<file path="src/rtl/sdp_be_port_arbiter.sv">
// Round-robin write-port arbiter and read sequencer for a simple-dual-port byte-enable BRAM.
// A read of the address being written this cycle is held off one cycle, so results never depend on the RAM collision mode.
module sdp_be_port_arbiter #(
    parameter int ABITS     = 10,
    parameter int BYTEWIDTH = 9,
    parameter int NBYTES    = 4,
    parameter int NREQ      = 2,
    localparam int DBITS    = NBYTES * BYTEWIDTH
) (
    input  logic                    clk,
    input  logic                    rst_n,
    input  logic [NREQ-1:0]         wreq_valid,
    output logic [NREQ-1:0]         wreq_ready,
    input  logic [NREQ*ABITS-1:0]   wreq_addr,
    input  logic [NREQ*DBITS-1:0]   wreq_data,
    input  logic [NREQ*NBYTES-1:0]  wreq_be,
    input  logic                    rreq_valid,
    output logic                    rreq_ready,
    input  logic [ABITS-1:0]        rreq_addr,
    output logic                    rrsp_valid,
    output logic [DBITS-1:0]        rrsp_data,
    output logic                    we,
    output logic [ABITS-1:0]        wa,
    output logic [DBITS-1:0]        wd,
    output logic [NBYTES-1:0]       be,
    output logic [ABITS-1:0]        ra,
    input  logic [DBITS-1:0]        rd
);

    localparam int PW = (NREQ > 1) ? $clog2(NREQ) : 1;

    logic [PW-1:0]     rr_ptr;
    logic [PW-1:0]     gnt_idx;
    logic [PW-1:0]     cand;
    logic              gnt_found;
    logic              grant;
    logic [ABITS-1:0]  sel_addr;
    logic [DBITS-1:0]  sel_data;
    logic [NBYTES-1:0] sel_be;
    logic              collide;

    // First valid requester at or after rr_ptr, wrapping modulo NREQ.
    always_comb begin
        gnt_found = 1'b0;
        gnt_idx   = '0;
        cand      = '0;
        for (int k = 0; k < NREQ; k++) begin
            cand = PW'((int'(rr_ptr) + k) % NREQ);
            if (!gnt_found && wreq_valid[cand]) begin
                gnt_found = 1'b1;
                gnt_idx   = cand;
            end
        end
    end

    assign grant    = gnt_found && rst_n;
    assign sel_addr = wreq_addr[gnt_idx*ABITS +: ABITS];
    assign sel_data = wreq_data[gnt_idx*DBITS +: DBITS];
    assign sel_be   = wreq_be[gnt_idx*NBYTES +: NBYTES];

    assign wreq_ready = grant ? (NREQ'(1) << gnt_idx) : '0;
    assign we         = grant && (|sel_be);
    assign wa         = sel_addr;
    assign wd         = sel_data;
    assign be         = grant ? sel_be : '0;

    // Only a real write (we=1) can hazard a read, so be==0 grants never stall.
    assign collide    = we && (wa == rreq_addr);
    assign rreq_ready = rst_n && !collide;
    assign ra         = rreq_addr;
    assign rrsp_data  = rd;

    always_ff @(posedge clk or negedge rst_n) begin
        if (!rst_n) begin
            rr_ptr     <= '0;
            rrsp_valid <= 1'b0;
        end else begin
            if (grant) begin
                rr_ptr <= (gnt_idx == PW'(NREQ - 1)) ? '0 : gnt_idx + 1'b1;
            end
            rrsp_valid <= rreq_valid && rreq_ready;
        end
    end

endmodule

</file>
<file path="config.mk">
export PLATFORM = sky130hd
export DESIGN_NAME = sdp_be_port_arbiter
export DESIGN_NICKNAME = d
export VERILOG_FILES = /design/src/rtl/sdp_be_port_arbiter.sv
export SDC_FILE = /design/constraint.sdc
export NUM_CORES = 1
export LEC_CHECK = 0
export CAP_MARGIN = 20
export CORE_AREA = 5 5 95 97
export DETAILED_ROUTE_END_ITERATION = 16
export DIE_AREA = 0 0 100 102
export HOLD_SLACK_MARGIN = 0.08
export PLACE_DENSITY = 0.66
export SETUP_SLACK_MARGIN = 0.02
export SLEW_MARGIN = 5
export SYNTH_ARGS = -nofsm -noshare
export SYNTH_HDL_FRONTEND = slang
export SYNTH_SLANG_ARGS = --single-unit
</file>
<file path="constraint.sdc">
create_clock -name clk -period 3.4 [get_ports clk]
set_clock_uncertainty 0.15 [all_clocks]
set_input_delay 0.34 -clock clk [delete_from_list [all_inputs] [get_ports clk]]
set_output_delay 0.34 -clock clk [all_outputs]
set_load 0.1 [all_outputs]
</file>
==> results of run 1 <==
-- metal layers --
metal	GRT usage, %	vias up	routed length [um]
met5	0	-	0
met4	4.974	0	205
met3	2.799	24	497
met2	23.96	104	3716
met1	11.74	840	2207
li1	-	948	-
-- how the worst min path moves through the flow --
stage,startpoint,endpoint
6_report,rst_n,rr_ptr
5_1_grt,rst_n,rr_ptr
4_1_cts,rst_n,rrsp_valid
3_5_place_dp,rr_ptr,rr_ptr
3_3_place_gp,rr_ptr,rr_ptr
2_1_floorplan,rst_n,rr_ptr
-- worst max-delay path: stages --
cell	delay [ns]
clkdlybuf4s50_1	0.46
nand2b_4	0.09
and2_4	0.39
mux2_4	0.34
or2_0	0.20
o2111a_1	0.16
a31oi_2	0.24
buf_12	0.20
-- synthesized netlist by cell type --
library cell and n:
nand2_1 129, buf_4 46, xor2_1 9, clkbuf_1 8, a21oi_1 6, inv_1 6
mux2_2 5, nor2_1 3, a31oi_1 2, dfrtp_1 2, nor4_1 2, o41ai_1 2
a21o_1 1, a221o_1 1, a222oi_1 1, and2_4 1, buf_2 1, buf_6 1
mux2_4 1, nand2b_1 1, nand2b_4 1, nor3_2 1, o2111a_1 1, o21ai_0 1
o21ai_1 1, o221ai_1 1, or2_0 1
-- sequential cells by signal (all words and copies together), names as in the netlist --
register,count
rr_ptr,1
rrsp_valid,1
-- stage by stage --
stage,worst slack (ns),utilization (%),hold WS [ns]
global placement,0.4855,40.54,0.3130
CTS,0.4520,41.06,0.1946
global route,0.3445,41.06,0.2054
finish,0.4698,41.06,0.1916
floorplan,0.03948,-,-0.1056
detailed placement,0.4582,40.54,0.3220
-- layout make-up --
| type | count | area, um^2 | share of cell area (%) |
|---|---|---|---|
| inverters | 6 | 22.52 | 0.6813 |
| well taps | 105 | 131.4 | 3.974 |
| clock buffers | 3 | 41.29 | 1.249 |
| multi-input cells | 171 | 830.8 | 25.13 |
| flip-flops and latches | 2 | 50.05 | 1.514 |
| repair buffers | 182 | 2230 | 67.45 |
-- cells by family (layout without fill, tap and decap cells) --
group / count (synthesis) / in the layout
AO/OA/AOI/OAI: 17 / 17
XOR/XNOR: 9 / 9
buffers and inverters: 62 / 191
flip-flops: 2 / 2
multiplexers: 6 / 6
AND/OR/NAND/NOR: 139 / 139
-- power breakdown --
group,internal (mW),leakage [nW],switching (mW)
clock,0.0746,0.0216,0.0162
combinational,0.389,1.50,0.689
sequential,0.0263,0.0248,0.00104
total,0.489,1.54,0.706
==> impl_metrics.ini, run 1 <==
[synth]
synth-simple-area-share_pct = 43.04
synth_top_family_by_area = simple AND/OR/NAND/NOR gates
synth_fa_ha_area_share_pct = 0
synthXorXnorAreaFrac_pct = 6.134
synth_compound_area_share_pct = 9.153
ys_types = 27
synth_area_um2 = 1285
ys_seq_area_share_pct = 3.895
yosys_warnings = 0
synth_nets = 386
synth_top_area_share_pct = 37.68
synth.area.mux_share_pct = 5.550
synth_seq_cells = 2
synth_top_area_cell = nand2_1
syn_avg_cell_area_um2 = 5.468
yosys-top-cells-area = nand2_1 38%, buf_4 27%, xor2_1 6.1%, mux2_2 4.4%, dfrtp_1 3.9%
synth_cells = 235

[timing]
hold_viol_final = 0
period_minus_slack_ns = 2.930
setup_viol = 0
slew_headroom_pct = 33.77
worst_pin_slew_ns = 0.9904
rsz0062_at_grt = false
finalCritPeriodShare_pct = 86.18
fmax_mhz = 341.3
tns_ns = 0
slew_violations = 0

[floorplanning]
die_area_um2 = 10200
start_util_pct = 15.96
fp-row-count = 33
pin_count = 252
die_w_um = 100
core_um2 = 8051
fp.dieH_um = 102

[placement]
io_buffer_count = 179
place_hpwl_mm = 5.780
place_area_um2 = 3264
gp_congestion = 0.8306
dpl.cell_count = 466

[power_and_ir_drop]
p_per_area_nw_per_um2 = 361.6
p_leak_nw = 1.543
ir_worst_vdd_uv = 178.4
power_mw = 1.195

[status]
outcome = completed

[worst_setup_path]
crit_path_max_fanout = 33
critical_path.endpoint = rreq_ready
cp-startpoint = wreq_valid[0]
crit_arrival_ns = 2.44
rr_endpoint = rrsp_valid
cp-start-kind = primary input
r2r_cells = 6
rr_startpoint = rr_ptr
critPathKind = primary input to output pin
cp_data_required_time_ns = 2.91
crit_path_end_kind = output pin
r2r_setup_slack_ns = 1.41

[global_routing]
grt_max_degree = 34
grt_pass1_vias = 1990
grt_antenna_before_repair = 0
overflow = 0
grt_pass1_wl_mm = 9.846
grt_usage_pct = 11.99

[clocking]
cts_tree = built
cts-root-buf = clkbuf_8
cts-htree-levels = 1
path_clk_slew_ns = 0.03
cts-resized-gates = 0
postCtsSetupBuffers = 0
cts_buffers = 3
hold_buffers = 0
clock_sinks = 2
clock_latency_ns = 0.21
cts_buffer_depth = 2

[layout]
layout_common_cells = 129 x nand2_1, 115 x clkdlybuf4s50_1, 46 x buf_12, 21 x buf_4, 9 x xor2_1
fin_nets = 517
nFillCells = 853
final_common_cell = nand2_1
final_cell_area_um2 = 3306
antenna_cells = 0
fin_cells = 469
layout-drive-gt1-share_pct = 22.25
area_delta_synth_final_pct = 157.3

[route]
drc = 0
avgViaCountPerCell = 4.085
drt_iter0_markers = 43
drt-total-wl_mm = 6.627
vias = 1916
wire_per_inst_um = 14.13
first_pass_iters = 4
final_antenna_net_count = 0

[run]
maxCapViolations = 0

[worst_hold_path]
hold_class = primary input to async pin
Note: power is estimated with default switching activity, not from simulation.
==> run 2: changes to the inputs <==
- CORE_AREA: 5 5 95 97 -> 5 5 94 96
- DIE_AREA: 0 0 100 102 -> 0 0 99 101
- PLACE_DENSITY: 0.66 -> 0.67
- REMOVE_ABC_BUFFERS: default -> 1
- clock period: 3.4 -> 2.72 ns (I/O delays scaled with it)
==> run 2 against run 1 <==
  * Wire length up 23%
  * First-iteration DRC count down 28%
  * Sequential power up 24%
  * Count of clock-buffer cells in the layout unchanged
  * Power up 29%
  * Utilization up 2.1 points
  * Critical path type unchanged
==> impl_metrics.ini, run 2 (synthesized netlist as in run 1, its figures left out) <==
[status]
outcome = completed

[timing]
finalCritPeriodShare_pct = 96.57
period_minus_slack_ns = 2.627
slew_violations = 0
worst_pin_slew_ns = 0.4363
rsz0062_at_grt = false
slew_headroom_pct = 70.91
fmax_mhz = 380.7
hold_viol_final = 0
setup_viol = 0

[worst_setup_path]
cp_num_buf_inv = 2
crit_path_max_fanout = 8
cp_cell_sequence = clkdlybuf4s50_1 -> nand2b_4 -> and2_4 -> mux2_4 -> or2_0 -> o2111a_1 -> a31oi_2 -> buf_12
cp_slowest_cell = clkdlybuf4s50_1
cp-start-kind = primary input
critPathTopFamily = buffers and inverters
crit_path_end_kind = output pin
rr_startpoint = rr_ptr
crit_arrival_ns = 2.20
cp-startpoint = wreq_valid[0]
critPathKind = primary input to output pin
cpPeakStageDelay_ns = 0.54
cp_data_required_time_ns = 2.30

[global_routing]
grt_usage_pct = 15.25
grt_pass1_wl_mm = 11.84
grt_pass1_vias = 2131
grt_max_degree = 43
overflow = 0
grt_antenna_before_repair = 0

[placement]
place_hpwl_mm = 7.087
gp_congestion = 0.9247
dpl.cell_count = 471
io_buffer_count = 179

[power_and_ir_drop]
p_per_area_nw_per_um2 = 447.5
power_mw = 1.540
p_leak_nw = 1.604
ir_worst_vdd_uv = 253.3

[layout]
nFillCells = 766
final_common_cell = nand2_1
reg_top3 = rr_ptr x1, rrsp_valid x1
layout-drive-gt1-share_pct = 23.58
area_delta_synth_final_pct = 167.8
fin_nets = 522
fin_cells = 474
antenna_cells = 0
layout_common_cells = 129 x nand2_1, 114 x clkdlybuf4s50_1, 54 x buf_12, 19 x buf_4, 9 x xor2_1

[clocking]
cts-root-buf = clkbuf_8
cts_buffer_depth = 2
cts_tree = built
path_clk_slew_ns = 0.03
clock_sinks = 2
cts_buffers = 3
cts-htree-levels = 1
clock_latency_ns = 0.21

[route]
first_pass_iters = 4
final_antenna_net_count = 0
avgViaCountPerCell = 4.241
drt_iter0_markers = 31
vias = 2010
wire_per_inst_um = 17.20
drc = 0
drt-total-wl_mm = 8.153

[floorplanning]
core_um2 = 7969
fp-row-count = 33
start_util_pct = 16.12
die_w_um = 99
fp.dieH_um = 101
die_area_um2 = 9999
pin_count = 252

[worst_hold_path]
hold_class = primary input to async pin

[run]
maxCapViolations = 0
## run 2: routing by layer
layer  global-route usage (%)  vias to the layer above  part of all wire, %
li1                         -                      959                    -
met1                    18.60                      864                   41
met2                    22.37                      175                   41
met3                    10.31                       10                   16
met4                    1.996                        2                 0.75
met5                    4.103                        -                 0.55
## run 2: timing repair
| item | in CTS | in global routing |
|---|---|---|
| setup endpoints to repair | 0 | 1 |
| hold buffers | 0 | 0 |
| resized for setup | 0 | 2 |
| buffers inserted | 0 | 0 |
## run 2: stage by stage
stage	setup slack, ns	utilization [%]	cell area (um^2)	hold WS [ns]	TNS (ns)
after floorplan	-1.782	-	893.4	-0.1736	-6.451
after global routing	0.02669	43.18	3441	0.1398	0
after CTS	0.04980	43.05	3431	0.1246	0
after global placement	0.09070	42.53	3390	0.3152	0
after detailed placement	0.07040	42.53	3390	0.3208	0
final	0.09333	43.18	3441	0.1283	0
## run 2: area by class of cell
cell class	instances	area, um^2	share of cell area [%]
repair buffers	187	2365	68.73
flip-flops and latches	2	50.05	1.455
multi-input cells	171	830.8	24.15
clock buffers	3	41.29	1.200
well taps	105	131.4	3.818
inverters	6	22.52	0.6545
## run 2: where the power goes
| group | internal, mW | switching, mW |
|---|---|---|
| Clock | 0.0934 | 0.0213 |
| Sequential | 0.0328 | 0.00114 |
| Combinational | 0.522 | 0.870 |
## run 2: path summary, 6_finish.rpt
kind,end,slack [ns],cells after the start
max,rreq_ready,0.09,8
min,rr_ptr,0.13,1
max reg2reg,rrsp_valid,0.85,7
min reg2reg,rr_ptr,0.32,1
max in group asynchronous,rrsp_valid,2.11,1
min in group clk,rr_ptr,0.32,1
==> run 3: changes to the inputs <==
- GPL_TIMING_DRIVEN: default -> 0
==> run 3 against run 2 <==
  * Count of clock-buffer cells in the layout stayed put
  * Combinational power is 16% lower
  * Non-clock buffer count is 4 lower
  * Hold slack worse by 0.00057 ns
  * Register-to-register slack worse by 0.08 ns
  * Via count is 0.65% higher
  * Utilization is 5.2 points lower
  * Critical path depth is 1 lower
  * First-iteration DRC count is 16% lower
  * Fmax is 2.7% higher
  * Sequential share of layout area is 0.20 points higher
  * Critical path type unchanged
  * Largest power group unchanged
  * Highest routed layer unchanged
==> impl_metrics.ini, run 3 (synthesized netlist as in run 1, its figures left out) <==
[floorplanning]
pin_count = 252
fp.dieH_um = 101
start_util_pct = 16.12
die_area_um2 = 9999
die_w_um = 99
fp-row-count = 33
core_um2 = 7969

[clocking]
cts_buffers = 3
clock_sinks = 2
cts_tree = built
clock_latency_ns = 0.21
hold_buffers = 0
cts-htree-levels = 1
cts_buffer_depth = 2
cts-root-buf = clkbuf_8
path_clk_slew_ns = 0.03

[global_routing]
overflow = 0
grt_max_degree = 47
grt_antenna_before_repair = 0
grt_pass1_vias = 1992
grt_pass1_wl_mm = 11.01
grt_usage_pct = 14.26

[timing]
fmax_mhz = 391.0
setup_viol = 0
hold_viol_final = 0
finalWorstSetupSlack_ns = 0.1627
rsz0062_at_grt = false
finalCritPeriodShare_pct = 94.02
slew_headroom_pct = 34.73
worst_pin_slew_ns = 0.9761
slew_violations = 0
tns_ns = 0
period_minus_slack_ns = 2.557

[route]
avgViaCountPerCell = 4.268
final_antenna_net_count = 0
drt-total-wl_mm = 8.284
vias = 2023
drt_iter0_markers = 26
wire_per_inst_um = 17.48
first_pass_iters = 4
drc = 0

[layout]
layout_common_cells = 128 x nand2_1, 123 x clkdlybuf4s50_1, 51 x clkdlybuf4s15_2, 9 x xor2_1
layout-drive-gt1-share_pct = 20.87
final_common_cell = nand2_1
antenna_cells = 0
fin_nets = 522
reg_top3 = rr_ptr x1, rrsp_valid x1
area_delta_synth_final_pct = 135.3

[power_and_ir_drop]
p_leak_nw = 1.358
swShare_pct = 65.32
ir_worst_vdd_uv = 219.5
switching_power_uw = 860.0
p_per_area_nw_per_um2 = 435.4
clkPwrFrac_pct = 8.8
seqPwrFrac_pct = 2.6
pwr-share-comb_pct = 88.6
p_int_uw = 456.7

[placement]
detailedPlace.worstSlack_ns = -1.188
gp_congestion = 0.8030
place_hpwl_mm = 6.370
io_buffer_count = 179

[worst_hold_path]
hold_class = primary input to async pin

[worst_setup_path]
cp_data_required_time_ns = 2.30
cp-start-kind = primary input
crit_path_end_kind = output pin
cp_cell_sequence = clkdlybuf4s15_1 -> and2_4 -> mux2_4 -> or2_0 -> o2111a_1 -> a31oi_2 -> buf_6
cp_slowest_cell = clkdlybuf4s15_1
r2r_cells = 7
r2r_setup_slack_ns = 0.77
crit_path_max_fanout = 7
cpPeakStageDelay_ns = 0.44
critPathKind = primary input to output pin
crit_arrival_ns = 2.14

[run]
maxCapViolations = 0

[status]
outcome = completed
[run 3: cell count changes in the layout (fill, tap and decap cells not counted), moves of 2 or more]
cell,change
nor4_1,-2
buf_12,-54
buf_4,-15
clkdlybuf4s50_1,+9
and2_2,+3
clkdlybuf4s15_2,+51
[run 3: metal layers]
| layer | global-route usage [%] | up-vias | share of wire [%] | wire (um) |
|---|---|---|---|---|
| met3 | 10.73 | 10 | 17 | 1374 |
| li1 | - | 965 | - | - |
| met5 | 4.103 | - | 0.54 | 45 |
| met1 | 17.47 | 869 | 43 | 3543 |
| met2 | 19.83 | 177 | 39 | 3254 |
| met4 | 2.206 | 2 | 0.80 | 66 |
[run 3: what timing repair did]
item,4_1_cts,5_1_grt
endpoints found under the setup margin,54,6
resized for setup,170,8
setup buffers,0,4
pin swaps,1,0
cloned,1,3
[run 3: power by group through the flow]
stage / combinational [mW] / clock [mW] / sequential [mW]
2_1_floorplan: 0.724 / 0 / 0.0398
3_3_place_gp: 1.16 / 0 / 0.0341
3_5_place_dp: 1.16 / 0 / 0.0344
4_1_cts: 1.15 / 0.119 / 0.0341
5_1_grt: 1.21 / 0.122 / 0.0343
6_report: 1.17 / 0.116 / 0.0341
[run 3: area by class of cell]
cell class	count	area, um^2
Clock buffer	3	41.29
Timing Repair Buffer	183	1883
Fill cell	821	4945
Tap cell	105	131.4
Inverter	6	22.52
Multi-Input combinational cell	175	895.9
Sequential cell	2	50.05
[run 3: worst max-delay path: cells and delay by family]
kind / cells / cell delay (ns)
buffers and inverters: 2 / 0.69
and+or+nand+nor: 2 / 0.49
AOI/OAI and AO/OA: 2 / 0.36
muxes: 1 / 0.31
[run 3: stage by stage]
step / total power [mW] / instance area [um^2] / hold WS, ns / std cells / utilization [%]
CTS: 1.302 / 2930 / 0.1298 / 467 / 36.77
finish: 1.317 / 3024 / 0.1277 / 474 / 37.95
detailed placement: 1.198 / 2819 / 0.3253 / 463 / 35.37
global placement: 1.195 / 2816 / 0.3089 / 463 / 35.34
global route: 1.368 / 3024 / 0.1450 / 474 / 37.95
floorplan: 0.7637 / 893.4 / -0.1736 / 179 / -
[run 3: final timing paths]
kind,end,start
worst max-delay path,rreq_ready,wreq_valid[1]
worst min-delay path,rr_ptr,rst_n
worst max register to register,rrsp_valid,rr_ptr
worst min register to register,rr_ptr,rr_ptr
max in group asynchronous,rrsp_valid,rst_n
min in group clk,rr_ptr,rr_ptr
